$ cat config.mk
export PLATFORM = sky130hd
export DESIGN_NAME = ysyx_23060124_commit_ctrl
export DESIGN_NICKNAME = d
export VERILOG_FILES = /design/src/rtl/ysyx_23060124_commit_ctrl.sv
export SDC_FILE = /design/constraint.sdc
export NUM_CORES = 1
export LEC_CHECK = 0
export CORE_AREA = 2 2 157 159
export DETAILED_ROUTE_END_ITERATION = 10
export DIE_AREA = 0 0 159 161
export PLACE_DENSITY = 0.87
export SYNTH_ARGS = -nofsm -noshare
export SYNTH_HDL_FRONTEND = slang
export SYNTH_SLANG_ARGS = --single-unit
$ cat constraint.sdc
create_clock -name clock -period 8.2 [get_ports clock]
set_clock_uncertainty 0.05 [all_clocks]
set_input_delay 2.46 -clock clock [delete_from_list [all_inputs] [get_ports clock]]
set_output_delay 2.46 -clock clock [all_outputs]
set_load 0.1 [all_outputs]
$ cat src/rtl/ysyx_23060124_commit_ctrl.sv
// Commit controller: retires one instruction per handshake, sequencing GPR/CSR writes,
// the two-step ecall trap (mepc then mcause), mret return and fetch redirects.
module ysyx_23060124_commit_ctrl #(
    parameter logic [31:0] RESET_PC    = 32'h8000_0000,
    parameter logic [31:0] ECALL_CAUSE = 32'd11
) (
    input  logic        clock,
    input  logic        i_rst_n,
    // Handshake: a transfer happens on a rising edge where i_valid && o_ready;
    // o_ready is high only while idle, and every request field is sampled on that edge.
    input  logic        i_valid,
    output logic        o_ready,
    input  logic [31:0] i_pc,
    input  logic [31:0] i_pc_next,
    input  logic        i_wen,
    input  logic [4:0]  i_rd_addr,
    input  logic [31:0] i_rd_wdata,
    input  logic        i_csr_wen,
    input  logic [11:0] i_csr_addr,
    input  logic [31:0] i_csr_wdata,
    input  logic        i_ecall,
    input  logic        i_mret,
    input  logic [31:0] i_mtvec,
    input  logic [31:0] i_mepc,
    output logic        o_gpr_wen,
    output logic [4:0]  o_gpr_waddr,
    output logic [31:0] o_gpr_wdata,
    output logic        o_csr_wen,
    output logic [11:0] o_csr_waddr,
    output logic [31:0] o_csr_wdata,
    output logic [31:0] o_pc,
    output logic        o_flush,
    output logic [63:0] o_minstret,
    output logic [2:0]  o_dbg_state
);

    localparam logic [11:0] CSR_MEPC   = 12'h341;
    localparam logic [11:0] CSR_MCAUSE = 12'h342;

    typedef enum logic [2:0] {
        IDLE       = 3'd0,
        COMMIT     = 3'd1,
        TRAP_EPC   = 3'd2,
        TRAP_CAUSE = 3'd3,
        REDIRECT   = 3'd4
    } state_t;

    state_t      state;
    logic [31:0] pc_q;
    logic [31:0] mtvec_q;
    logic        ecall_q;

    assign o_dbg_state = state;

    // Strobes are registered on entry to the state that owns them, so each is
    // visible for exactly the one cycle the FSM spends in that state.
    always_ff @(posedge clock or negedge i_rst_n) begin
        if (!i_rst_n) begin
            state       <= IDLE;
            o_ready     <= 1'b0;
            pc_q        <= 32'd0;
            mtvec_q     <= 32'd0;
            ecall_q     <= 1'b0;
            o_gpr_wen   <= 1'b0;
            o_gpr_waddr <= 5'd0;
            o_gpr_wdata <= 32'd0;
            o_csr_wen   <= 1'b0;
            o_csr_waddr <= 12'd0;
            o_csr_wdata <= 32'd0;
            o_pc        <= RESET_PC;
            o_flush     <= 1'b0;
            o_minstret  <= 64'd0;
        end else begin
            o_gpr_wen <= 1'b0;
            o_csr_wen <= 1'b0;
            o_flush   <= 1'b0;
            case (state)
                IDLE: begin
                    if (i_valid && o_ready) begin
                        pc_q    <= i_pc;
                        mtvec_q <= i_mtvec;
                        ecall_q <= i_ecall;
                        o_ready <= 1'b0;
                        if (i_ecall) begin
                            state       <= TRAP_EPC;
                            o_csr_wen   <= 1'b1;
                            o_csr_waddr <= CSR_MEPC;
                            o_csr_wdata <= i_pc;
                        end else if (i_mret) begin
                            state   <= REDIRECT;
                            o_pc    <= i_mepc;
                            o_flush <= 1'b1;
                        end else begin
                            state       <= COMMIT;
                            // x0 is hardwired to zero, so never present a write to it
                            o_gpr_wen   <= i_wen && (i_rd_addr != 5'd0);
                            o_gpr_waddr <= i_rd_addr;
                            o_gpr_wdata <= i_rd_wdata;
                            o_csr_wen   <= i_csr_wen;
                            o_csr_waddr <= i_csr_addr;
                            o_csr_wdata <= i_csr_wdata;
                            o_pc        <= i_pc_next;
                            o_flush     <= (i_pc_next != (i_pc + 32'd4));
                        end
                    end else begin
                        o_ready <= 1'b1;
                    end
                end
                COMMIT: begin
                    state      <= IDLE;
                    o_ready    <= 1'b1;
                    o_minstret <= o_minstret + 64'd1;
                end
                TRAP_EPC: begin
                    state       <= TRAP_CAUSE;
                    o_csr_wen   <= 1'b1;
                    o_csr_waddr <= CSR_MCAUSE;
                    o_csr_wdata <= ECALL_CAUSE;
                end
                TRAP_CAUSE: begin
                    state   <= REDIRECT;
                    o_pc    <= mtvec_q;
                    o_flush <= 1'b1;
                end
                REDIRECT: begin
                    state   <= IDLE;
                    o_ready <= 1'b1;
                    // an ecall does not retire; only mret counts here
                    if (!ecall_q) o_minstret <= o_minstret + 64'd1;
                end
                default: begin
                    state   <= IDLE;
                    o_ready <= 1'b1;
                end
            endcase
        end
    end

endmodule

Word-level counts from Yosys, hierarchy flattened
Cells that the tools add are included.

$add $sub $neg: 2. Equal/unequal tests: 9. Mux-type cells: 32. Bitwise operators: 2. Reduce and logical (&&, ||, !) cells: 13.

Operators with widths (number): 32-bit two-way mux (6); 32-bit case mux with 2 select lines (2); 64-bit case mux with 2 select lines (1); 64-bit by 1-bit adder with 64-bit output (second input constant) (1); 64-bit two-way mux (1); 12-bit two-way mux (3); 32-bit by 3-bit adder with 32-bit output (second input constant) (1); 32-bit != test (1); 12-bit case mux with 2 select lines (1); 1-bit two-way mux (11); 3-bit two-way mux (3); 3-bit case mux with 3 select lines (1); 3-bit by 2-bit == test with 1-bit output (second input constant) (2); 2-bit != test (second input constant) (3); 1-bit case mux with 2 select lines (3); 3-bit AND reduction (2); 2-bit nonzero test (3); 5-bit nonzero test (1); 2-bit AND reduction (2); 4-bit AND reduction (1); 3-bit by 1-bit == test with 1-bit output (second input constant) (1); 3-bit == test (second input constant) (1); 3-bit logical NOT (1); 3-bit != test (second input constant) (1); 3 further kinds (5).

Bits in registers: 217. Bits of input ports: 216. Output and inout port bits: 184.

Logic depth before layout (Yosys ltp)
Depth in word-level cells: 6. Mapped depth: 9. Gate-level depth less buffers: 8.

Least setup slack after synthesis
OpenSTA, ideal clock, no wires.

Path kind: input to register. Start: in i_pc[14]. End: reg o_flush. Library setup time: 0.136 ns. Arrival: 4.576 ns. Setup slack: 3.438 ns. Stages on the path: 9. Cell sequence: buf_2 > nand3_1 > or4_1 > clkbuf_1 > or4_4 > o311ai_1 > o211ai_1 > a211oi_1 > a31oi_1.

Longest elaborated chain between the ends: 6.

RTL lines: from (decl) (line 13) `input logic [31:0] i_pc,`; 32-bit by 3-bit adder with 32-bit output (line 103) `o_flush <= (i_pc_next != (i_pc + 32'd4));`; 32-bit != test (line 103); 1-bit two-way mux (line 89) `end else if (i_mret) begin`; 1-bit two-way mux (line 84) `if (i_ecall) begin`; 1-bit two-way mux (line 79) `if (i_valid && o_ready) begin`; 1-bit case mux with 2 select lines (line 77) `case (state)`; to (signal assigned) (line 103); to (decl) (line 32) `output logic o_flush,`.

No other way between the ends. A chain may end at the register's enable or synchronous reset.

Worst setup path after layout
Start: in i_pc[5]. End: reg o_flush.

The elaborated chain is that of the path after synthesis.

==> flow_summary.yaml <==
status:
  outcome: "complete, no violations"
logic_synthesis:
  synth.distinct_cells: 57
  yosys.area.top_type: "dfrtp_1"
  netlist_instances: 1034
  syn_avg_cell_area_um2: 10.4
  yosys-top-cells-area: "dfrtp_1 (50%), mux2_2 (7.5%), mux2i_1 (5.8%)"
  ys_seq_elements: 217
  synth_seq_area_share_pct: 50.7
  async_reset_ff_share_pct: 100
  syn_nets: 1252
  synth_warnings: 0
  netlist.area_leader.share_pct: 50.5
  netlist_area_mm2: 0.0107
  synth_flop_cell: "dfrtp_1"
  synth-edff-count: 0
global_routing:
  antenna_found_initial: 1
  grt_start_max_net_pins: 89
  grt_pass1_vias: 9840
  grt_overflow_total: 0
  track_usage_pct: 27.6
  grt_pass1_wl_um: 55500
clock_tree:
  cts_tree: "built"
  cts.reportedPaths.clkPinSlew_ps: 70
  clock-sinks: 217
  clk_path_buf_depth: 3
  cts_hold_buf: 0
  h-tree-depth: 1
  postCtsSetupRepairBufs: 0
  cts_resized: 0
  clockRootBuffer: "clkbuf_16"
  insertion_delay_ps: 510
  cts_buffers: 24
final_layout:
  drive_gt1_share_pct: 10.1
  nFillCells: 1776
  layout_commonest_cell: "clkdlybuf4s50_1"
  layout_common_cells: "clkdlybuf4s50_1 (396), dfrtp_1 (216), nand2_1 (158)"
  syn_to_final_growth_pct: 48.3
  register_area_mm2: 0.00543
  antenna_cells: 0
  nNetsFinal: 1632
  multi_input_area_mm2: 0.00503
  fin_cells: 1756
die:
  die_x_um: 159
  chipHeight_um: 161
  pin_count: 400
  dieArea_mm2: 0.0256
  core_mm2: 0.0240
  initial_core_util_pct: 44.7
  fp-row-count: 57
placement:
  place_congestion: 0.923
  port_buffers: 399
  dp_cells: 1712
  place.detailed.hpwl_um: 27500
power_and_ir_drop:
  power.density_mw_per_mm2: 411
  ir_drop_uv: 368
  p_leak_nw: 6.75
setup_path:
  path_max_fanout: 14
  critPathKind: "in -> reg"
  cp-start-kind: "input pin"
  required_ps: 8520
  crit_arrival_ps: 5570
  crit_path_end_kind: "register"
timing:
  slew_viol_final: 0
  tightest_slew_ps: 1160
  fin_setup_tns_ps: 0
  slew-limit-headroom_pct: 22.3
  min_period_ps: 5250
  max_freq_mhz: 190
  rsz0062_at_grt: "false"
  hold_violations: 0
  setup_viol: 0
  period_share_pct: 64.0
min_path:
  min_path_type: "reg -> reg"
detailed_routing:
  drc_errors: 0
  vias: 9532
  ant_nets: 0
  drtIter0Drc: 581
  dr.pass1.iters: 5
  wl_um: 36300
  viasPerCell: 5.43
  wl_per_cell_um: 20.7
flow_run:
  cap_violations: 0
-- stage by stage --
step	setup slack [ps]	instance area [um2]	util, %	hold WS [ps]	total power, mW
final	2950	15900	66.3	420	6.53
after global routing	2820	15900	66.3	439	6.77
after CTS	3040	15900	66.3	423	6.56
after detailed placement	2510	15000	62.6	415	5.37
after global placement	2540	15000	62.6	408	5.29
after floorplan	3440	10700	-	425	4.38
-- synthesized netlist by cell type, types with 11 or more instances --
| cell | number |
|---|---|
| o21ai_0 | 85 |
| nor3_1 | 21 |
| nand3_1 | 29 |
| xnor2_1 | 58 |
| nor2_1 | 54 |
| xor2_1 | 44 |
| nand4_1 | 19 |
| o31ai_1 | 31 |
| mux2i_1 | 62 |
| nor4_1 | 11 |
| dfrtp_1 | 216 |
| clkbuf_1 | 41 |
| nand2_1 | 158 |
| and3_1 | 11 |
| mux2_2 | 71 |
| inv_1 | 17 |
-- cell type report --
class                   instances  share of cell area, %
clock buffers                  36                   4.63
clock inverters                 8                  0.953
inverters                      17                  0.402
multi-input cells             745                   31.7
flip-flops and latches        217                   34.2
well taps                     324                   2.55
repair buffers                409                   25.6
-- sequential cells by signal, summed over array words and instances, names as in the netlist --
| register | cells |
|---|---|
| o_ready | 1 |
| ecall_q | 1 |
| o_csr_wen | 1 |
| o_pc | 32 |
| o_gpr_wdata | 32 |
| o_gpr_waddr | 5 |
| o_minstret | 64 |
| o_csr_waddr | 12 |
| o_flush | 1 |
| o_csr_wdata | 32 |
| o_dbg_state | 3 |
| o_gpr_wen | 1 |
| mtvec_q | 32 |
-- power by group --
| part | leakage [nW] | internal [mW] | switching (mW) |
|---|---|---|---|
| sequential | 2.76 | 1.45 | 0.221 |
| clock | 0.439 | 0.745 | 0.439 |
| combinational | 3.55 | 0.909 | 2.77 |
| total | 6.75 | 3.10 | 3.43 |
-- cells by family (layout without fill, tap and decap cells) --
| group | Yosys count | count (layout) | synth area share (%) |
|---|---|---|---|
| adders and majority gates | 2 | 2 | 0.234 |
| AOI/OAI and AO/OA | 156 | 156 | 9.02 |
| and+or+nand+nor | 352 | 352 | 15.9 |
| DFF | 217 | 217 | 50.7 |
| muxes | 133 | 133 | 13.3 |
| buffers and inverters | 72 | 470 | 2.57 |
| xor gates and xnor gates | 102 | 102 | 8.34 |
-- worst paths after layout --
| path | start | to | slack (ps) | cells past startpoint |
|---|---|---|---|---|
| worst max-delay path | i_pc[5] | o_flush | 2950 | 8 |
| worst min-delay path | o_minstret[63] | o_minstret[63] | 420 | 1 |
| worst max register to register | o_dbg_state[0] | o_minstret[59] | 5160 | 7 |
| worst min register to register | o_minstret[63] | o_minstret[63] | 420 | 1 |
| max in group asynchronous | i_rst_n | mtvec_q[5] | 4830 | 2 |
| min in group asynchronous | i_rst_n | o_gpr_wdata[9] | 1880 | 1 |
-- layer usage --
layer  wire length (um)  track usage (%)
met4               1640             12.4
met3               3130             8.09
met1              12800             29.5
met2              18700             50.6
met5                 11                0
-- worst max-delay path, cell delays in order --
cell             delay (ps)
clkdlybuf4s50_1         650
nand4_1                 540
or2_2                   600
or4_4                   560
o311ai_1                280
o211ai_1                140
a211oi_1                230
a31oi_1                 110
No activity file was read; power rests on OpenSTA's default activity.
